[src/rtl/cgra0_conf_pkg.sv]
// ============================================================================
// Module      : cgra0_conf_pkg
// Description : Shared definitions for the cgra0 configuration bus: record
//               type codes, header/bus field layout, the NOP word and the
//               writer FSM state encoding. Also used by the per-PE reader.
// Revision    : 1.0 - initial release
// ============================================================================
`default_nettype none

package cgra0_conf_pkg;

    // Field widths
    localparam int c_TYPE_W   = 4;
    localparam int c_PE_W     = 8;
    localparam int c_THREAD_W = 3;
    localparam int c_ADDR_W   = 4;
    localparam int c_LEN_W    = 8;
    localparam int c_DATA_W   = 32;
    localparam int c_BUS_W    = 64;

    // Bus word field offsets (LSB positions); bits [44:32] are always zero
    localparam int c_BUS_TYPE_LSB   = 60;
    localparam int c_BUS_PE_LSB     = 52;
    localparam int c_BUS_THREAD_LSB = 49;
    localparam int c_BUS_ADDR_LSB   = 45;
    localparam int c_BUS_DATA_LSB   = 0;

    // Header beat field offsets (LSB positions); bits [4:0] are ignored
    localparam int c_HDR_TYPE_LSB   = 28;
    localparam int c_HDR_PE_LSB     = 20;
    localparam int c_HDR_THREAD_LSB = 17;
    localparam int c_HDR_ADDR_LSB   = 13;
    localparam int c_HDR_LEN_LSB    = 5;

    // Record type codes; 8..14 are illegal
    localparam logic [c_TYPE_W-1:0] c_TYPE_NOP      = 4'd0;
    localparam logic [c_TYPE_W-1:0] c_TYPE_INST     = 4'd1;
    localparam logic [c_TYPE_W-1:0] c_TYPE_CONST    = 4'd2;
    localparam logic [c_TYPE_W-1:0] c_TYPE_PC_MAX   = 4'd3;
    localparam logic [c_TYPE_W-1:0] c_TYPE_PC_LOOP  = 4'd4;
    localparam logic [c_TYPE_W-1:0] c_TYPE_IGNORE   = 4'd5;
    localparam logic [c_TYPE_W-1:0] c_TYPE_QTD_LOW  = 4'd6;
    localparam logic [c_TYPE_W-1:0] c_TYPE_QTD_HIGH = 4'd7;
    localparam logic [c_TYPE_W-1:0] c_TYPE_END      = 4'd15;

    // All-zero bus word is seen as NOP by every PE
    localparam logic [c_BUS_W-1:0] c_NOP_WORD = '0;

    // Writer FSM states
    typedef enum logic [1:0] {
        ST_IDLE    = 2'd0,
        ST_HEADER  = 2'd1,
        ST_PAYLOAD = 2'd2
    } conf_wr_state_e;

    // True for the reserved type codes 8..14
    function automatic logic is_illegal_type(input logic [c_TYPE_W-1:0] t);
        return (t >= 4'd8) && (t <= 4'd14);
    endfunction

    // Assemble one broadcast word from its fields
    function automatic logic [c_BUS_W-1:0] pack_bus_word(
        input logic [c_TYPE_W-1:0]   t,
        input logic [c_PE_W-1:0]     pe,
        input logic [c_THREAD_W-1:0] thr,
        input logic [c_ADDR_W-1:0]   addr,
        input logic [c_DATA_W-1:0]   data
    );
        logic [c_BUS_W-1:0] w;
        w = c_NOP_WORD;
        w[c_BUS_TYPE_LSB   +: c_TYPE_W]   = t;
        w[c_BUS_PE_LSB     +: c_PE_W]     = pe;
        w[c_BUS_THREAD_LSB +: c_THREAD_W] = thr;
        w[c_BUS_ADDR_LSB   +: c_ADDR_W]   = addr;
        w[c_BUS_DATA_LSB   +: c_DATA_W]   = data;
        return w;
    endfunction

endpackage

`default_nettype wire

[src/rtl/cgra0_conf_writer.sv]
// ============================================================================
// Module      : cgra0_conf_writer
// Description : Configuration bus transmitter. Takes a 32-bit valid/ready
//               host stream of header + payload records and broadcasts one
//               registered 64-bit word per payload beat, auto-incrementing
//               the target address (mod 16). END record pulses done.
//               Optional macro CGRA0_CONF_WRITER_CHECK_EN adds the sticky
//               o_err flag and suppresses illegal records on the bus.
// Revision    : 1.0 - initial release
// ============================================================================
`default_nettype none

module cgra0_conf_writer
    import cgra0_conf_pkg::*;
#(
    parameter int NUM_PE = 4
) (
    input  logic                clk,
    input  logic                rst,
    input  logic                i_start,
    input  logic [c_DATA_W-1:0] i_conf_in_data,
    input  logic                i_conf_in_valid,
    output logic                o_conf_in_ready,
    output logic [c_BUS_W-1:0]  o_conf_bus_out,
    output logic                o_busy,
`ifdef CGRA0_CONF_WRITER_CHECK_EN
    output logic                o_err,
`endif
    output logic                o_done
);

    conf_wr_state_e            r_state;
    conf_wr_state_e            w_state_nxt;
    logic [c_TYPE_W-1:0]       r_type;
    logic [c_PE_W-1:0]         r_pe;
    logic [c_THREAD_W-1:0]     r_thread;
    logic [c_ADDR_W-1:0]       r_addr;
    logic [c_LEN_W-1:0]        r_cnt;
    logic [c_BUS_W-1:0]        r_bus;
    logic                      r_done;

    logic                      w_accept;
    logic                      w_hdr_accept;
    logic                      w_beat_accept;
    logic                      w_hdr_opens_burst;
    logic                      w_beat_emit;
    logic [c_TYPE_W-1:0]       w_hdr_type;
    logic [c_PE_W-1:0]         w_hdr_pe;
    logic [c_THREAD_W-1:0]     w_hdr_thread;
    logic [c_ADDR_W-1:0]       w_hdr_addr;
    logic [c_LEN_W-1:0]        w_hdr_lenm1;

    // Header field extraction straight from the stream
    assign w_hdr_type   = i_conf_in_data[c_HDR_TYPE_LSB   +: c_TYPE_W];
    assign w_hdr_pe     = i_conf_in_data[c_HDR_PE_LSB     +: c_PE_W];
    assign w_hdr_thread = i_conf_in_data[c_HDR_THREAD_LSB +: c_THREAD_W];
    assign w_hdr_addr   = i_conf_in_data[c_HDR_ADDR_LSB   +: c_ADDR_W];
    assign w_hdr_lenm1  = i_conf_in_data[c_HDR_LEN_LSB    +: c_LEN_W];

    // Ready/busy decode the registered state, so both rise the cycle after start
    assign o_conf_in_ready = (r_state != ST_IDLE);
    assign o_busy          = (r_state != ST_IDLE);
    assign o_conf_bus_out  = r_bus;
    assign o_done          = r_done;

    assign w_accept          = i_conf_in_valid && o_conf_in_ready;
    assign w_hdr_accept      = w_accept && (r_state == ST_HEADER);
    assign w_beat_accept     = w_accept && (r_state == ST_PAYLOAD);
    assign w_hdr_opens_burst = w_hdr_accept && (w_hdr_type != c_TYPE_NOP)
                                            && (w_hdr_type != c_TYPE_END);

`ifdef CGRA0_CONF_WRITER_CHECK_EN
    localparam logic [c_PE_W:0] c_NUM_PE = (c_PE_W + 1)'(NUM_PE);

    logic r_drop;
    logic r_err;
    logic w_hdr_illegal;

    assign w_hdr_illegal = is_illegal_type(w_hdr_type) || ({1'b0, w_hdr_pe} >= c_NUM_PE);
    assign w_beat_emit   = w_beat_accept && !r_drop;
    assign o_err         = r_err;

    // Illegal burst tracking: drop its payload, latch the sticky error
    always_ff @(posedge clk or posedge rst) begin
        if (rst) begin
            r_drop <= 1'b0;
            r_err  <= 1'b0;
        end else if (w_hdr_opens_burst) begin
            r_drop <= w_hdr_illegal;
            r_err  <= r_err | w_hdr_illegal;
        end
    end
`else
    // Illegal records are forwarded like any other burst
    assign w_beat_emit = w_beat_accept;
`endif

    // State register
    always_ff @(posedge clk or posedge rst) begin
        if (rst) begin
            r_state <= ST_IDLE;
        end else begin
            r_state <= w_state_nxt;
        end
    end

    // Next-state logic
    always_comb begin
        w_state_nxt = r_state;
        unique case (r_state)
            ST_IDLE: begin
                if (i_start) begin
                    w_state_nxt = ST_HEADER;
                end
            end
            ST_HEADER: begin
                if (w_hdr_accept && (w_hdr_type == c_TYPE_END)) begin
                    w_state_nxt = ST_IDLE;
                end else if (w_hdr_opens_burst) begin
                    w_state_nxt = ST_PAYLOAD;
                end
            end
            ST_PAYLOAD: begin
                if (w_beat_accept && (r_cnt == '0)) begin
                    w_state_nxt = ST_HEADER;
                end
            end
            default: begin
                w_state_nxt = ST_IDLE;
            end
        endcase
    end

    // Burst context: fields latched from the header, address/counter stepped per beat
    always_ff @(posedge clk or posedge rst) begin
        if (rst) begin
            r_type   <= c_TYPE_NOP;
            r_pe     <= '0;
            r_thread <= '0;
            r_addr   <= '0;
            r_cnt    <= '0;
        end else if (w_hdr_opens_burst) begin
            r_type   <= w_hdr_type;
            r_pe     <= w_hdr_pe;
            r_thread <= w_hdr_thread;
            r_addr   <= w_hdr_addr;
            r_cnt    <= w_hdr_lenm1;
        end else if (w_beat_accept) begin
            r_addr   <= r_addr + 1'b1;
            r_cnt    <= r_cnt - 1'b1;
        end
    end

    // Registered bus word: one cycle per accepted payload beat, NOP otherwise
    always_ff @(posedge clk or posedge rst) begin
        if (rst) begin
            r_bus <= c_NOP_WORD;
        end else if (w_beat_emit) begin
            r_bus <= pack_bus_word(r_type, r_pe, r_thread, r_addr, i_conf_in_data);
        end else begin
            r_bus <= c_NOP_WORD;
        end
    end

    // End-of-configuration pulse
    always_ff @(posedge clk or posedge rst) begin
        if (rst) begin
            r_done <= 1'b0;
        end else begin
            r_done <= w_hdr_accept && (w_hdr_type == c_TYPE_END);
        end
    end

endmodule

`default_nettype wire
[config.mk]
export PLATFORM = sky130hd
export DESIGN_NAME = cgra0_conf_writer
export DESIGN_NICKNAME = d
export VERILOG_FILES = /design/src/rtl/cgra0_conf_pkg.sv /design/src/rtl/cgra0_conf_writer.sv
export SDC_FILE = /design/constraint.sdc
export NUM_CORES = 1
export LEC_CHECK = 0
export BUFFER_PORTS_ARGS = -buffer_cell sky130_fd_sc_hd__buf_4
export CORE_AREA = 3 3 88 132
export DETAILED_ROUTE_END_ITERATION = 7
export DIE_AREA = 0 0 91 135
export PLACE_DENSITY = 0.54
export REMOVE_ABC_BUFFERS = 1
export SYNTH_ARGS = -nofsm -noshare
export SYNTH_HDL_FRONTEND = slang
export SYNTH_SLANG_ARGS = --single-unit
[constraint.sdc]
create_clock -name clk -period 4.85 [get_ports clk]
set_input_delay 0.2425 -clock clk [delete_from_list [all_inputs] [get_ports clk]]
set_output_delay 0.2425 -clock clk [all_outputs]
set_load 0.02 [all_outputs]
==> results.cfg <==
[synth]
synthMuxAreaShare = 0
synth-compound-area-share = 0.0578
synth_top_area_cell = dfrtp_1
synth_area_sq_um = 3160
async_flop_share = 1.00
yosys.area_share.simple = 0.220
yosys-top-cells-area = dfrtp_1 (64%), and2_1 (10%), nand2_1 (6.2%), buf_4 (3.3%), ha_1 (1.2%)
synth_edf_count = 0
yosysWarnings = 0
postSynthAreaPerCell_sq_um = 11.3
synth_cells = 281
synth-seq-area-share = 0.641
synth_top_family_by_area = simple AND/OR/NAND/NOR gates
synthAdderAreaFrac = 0.0119
synth_xor_xnor_area_share = 0.0111
synthTopCellsByCount = dfrtp_1 (81), nand2_1 (52), and2_1 (51)
synth_top_area_share = 0.641
ys.flop_type = dfrtp_1
yosysMostFrequentCell = dfrtp_1
synth_seq_cells = 81
synth_cell_types = 37

[sta]
setup_tns_ps = 0
worst_slew_pin_slew_ps = 991
final.min_clock_period_ps = 2070
maxClockFrequency_ghz = 0.482
setup_viol = 0
slew_headroom = 0.340
rsz0062_at_grt = false
final_hold_viol_count = 0
hold_ws_ps = 109
fin_crit_sh = 0.428
slew_violations = 0
finClkSkew_ps = 4.93

[clock_tree]
ctsResizeCount = 0
cts_hold_buffers = 0
htree_levels = 3
cts-buffers-inserted = 9
clk_pin_slew_ps = 60
postCtsSetupBuffers = 0
cts_buffer_depth = 2
clk_latency_ps = 330
clockRootBuffer = clkbuf_16
cts_tree = done
cts.sinks = 81

[power]
cellPowerDensity_nw_per_um2 = 489
cellLeakagePower_uw = 0.00215
vdd_drop_max_uv = 253

[layout]
postLayoutCellArea_sq_um = 4160
drive_above_1_share = 0.293
final_nets = 406
nFillCells = 1083
diodes = 0
fin_cells = 516
synthToLayoutAreaGrowth_pct = 31.5

[critical_path]
r2r_setup_slack_ps = 2780
r2r_end = r_cnt[4]
worstPathArrival_ps = 2270
start_kind = flip-flop
crit_fanout = 60
rr_worst_depth = 4
worstReg2RegStart = r_state[1]
critical_path_class = reg2reg
critPathRequiredTime_ps = 5040
worstSetupStartpoint = r_state[1]
crit_end = r_cnt[4]
end_kind = flip-flop

[die]
dieHeight_microns = 135
pin_count = 103
row_count = 46
die-area_sq_um = 12300
initial_core_util = 0.299
dieWidth_microns = 91
core_sq_um = 10600

[place]
place_area_sq_um = 3900
gp_congestion = 0.784
io_buffer_count = 89
hpwlAfterDp_microns = 4440
dp.cells = 500

[route]
avgViaCountPerCell = 4.23
vias = 2183
drc = 0
drt_iter0_drc = 70
wl_per_cell_microns = 12.6
drtPass1Iterations = 4
wl_microns = 6510
final_antenna_net_count = 0

[global_route]
grt_pass1_vias = 2206
gr-total-overflow = 0
grt_max_degree = 82
antenna_found_initial = 0
track_usage = 0.113
grt_pass1_wl_microns = 10800

[flow_run]
cap_violations = 0

[worst_hold_path]
min_path_type = in2reg

[run_status]
status = complete, no violations
placed cells by master (no fill, tap or decap), types with 2 or more instances in the layout:
| cell type | n |
|---|---|
| xnor2_1 | 2 |
| clkbuf_1 | 4 |
| clkinv_2 | 3 |
| nand2_1 | 52 |
| a21oi_1 | 4 |
| ha_1 | 3 |
| nand3_1 | 4 |
| a211oi_1 | 2 |
| nor2_1 | 9 |
| a22oi_1 | 2 |
| and2_1 | 51 |
| nand4_1 | 5 |
| nor3_1 | 3 |
| buf_4 | 90 |
| clkbuf_16 | 9 |
| o21ai_0 | 6 |
| nand3b_1 | 2 |
| xor2_1 | 2 |
| dfrtp_1 | 81 |
| inv_1 | 3 |
| a31o_2 | 2 |
| conb_1 | 13 |
| o22ai_1 | 3 |
| o211ai_1 | 2 |
metrics by stage:
stage	power, uW	setup WS, ps	util
after floorplan	1260	2530	-
after global placement	1450	2820	0.368
after detailed placement	1470	2750	0.368
after CTS	2070	2730	0.393
after global routing	2170	2520	0.393
final	2030	2780	0.393
cell type report:
cell class / count / area (sq um) / share of cell area
sequential: 81 / 2030 / 0.487
tap: 144 / 180 / 0.0433
clock buffer: 13 / 240 / 0.0578
multi-input combinational: 181 / 1000 / 0.241
inverter: 4 / 16.3 / 0.00391
timing repair buffer: 90 / 676 / 0.162
clock inverter: 3 / 17.5 / 0.00421
flip-flops by register name, indices dropped and copies added, names as in the netlist:
name,count
r_pe,8
o_conf_bus_out,51
r_cnt,8
r_thread,3
r_addr,4
o_done,1
r_type,4
r_state,2
cell families after synthesis:
group	Yosys count
buf+inv	31
simple gates	134
fa+ha+maj	3
xor+xnor	4
other cells	1
flops	81
compound gates	27
where the power goes:
group	switching (uW)	total (uW)	internal (uW)	leakage, uW
clock network	248	593	345	0.000124
logic	301	518	217	0.000949
registers	94.7	924	829	0.00108
worst max-delay path: stages, from the launching register on:
cell and delay, ps:
dfrtp_1 460, and3b_2 810, a31oi_1 250, o21ai_0 270
o211ai_1 140
per-layer routing:
metal,GRT usage,routed length [microns],vias to the layer above
met2,0.195,3270,78
met5,0,0,-
li1,-,-,1058
met1,0.123,2660,1034
met4,0.0520,142,0
met3,0.0418,432,13
how the worst min path moves through the flow:
| stage | slack, ps | depth (start not counted) | end | startpoint |
|---|---|---|---|---|
| 2_1_floorplan | 330 | 1 | r_type[0] | i_conf_in_data[29] |
| 3_3_place_gp | 440 | 3 | r_pe[4] | i_conf_in_data[24] |
| 3_5_place_dp | 450 | 3 | r_pe[4] | i_conf_in_data[24] |
| 4_1_cts | 100 | 3 | r_pe[6] | i_conf_in_data[26] |
| 5_1_grt | 100 | 3 | r_pe[6] | i_conf_in_data[26] |
| 6_report | 110 | 3 | r_pe[7] | i_conf_in_data[27] |
(Power assumes the default switching activity.)
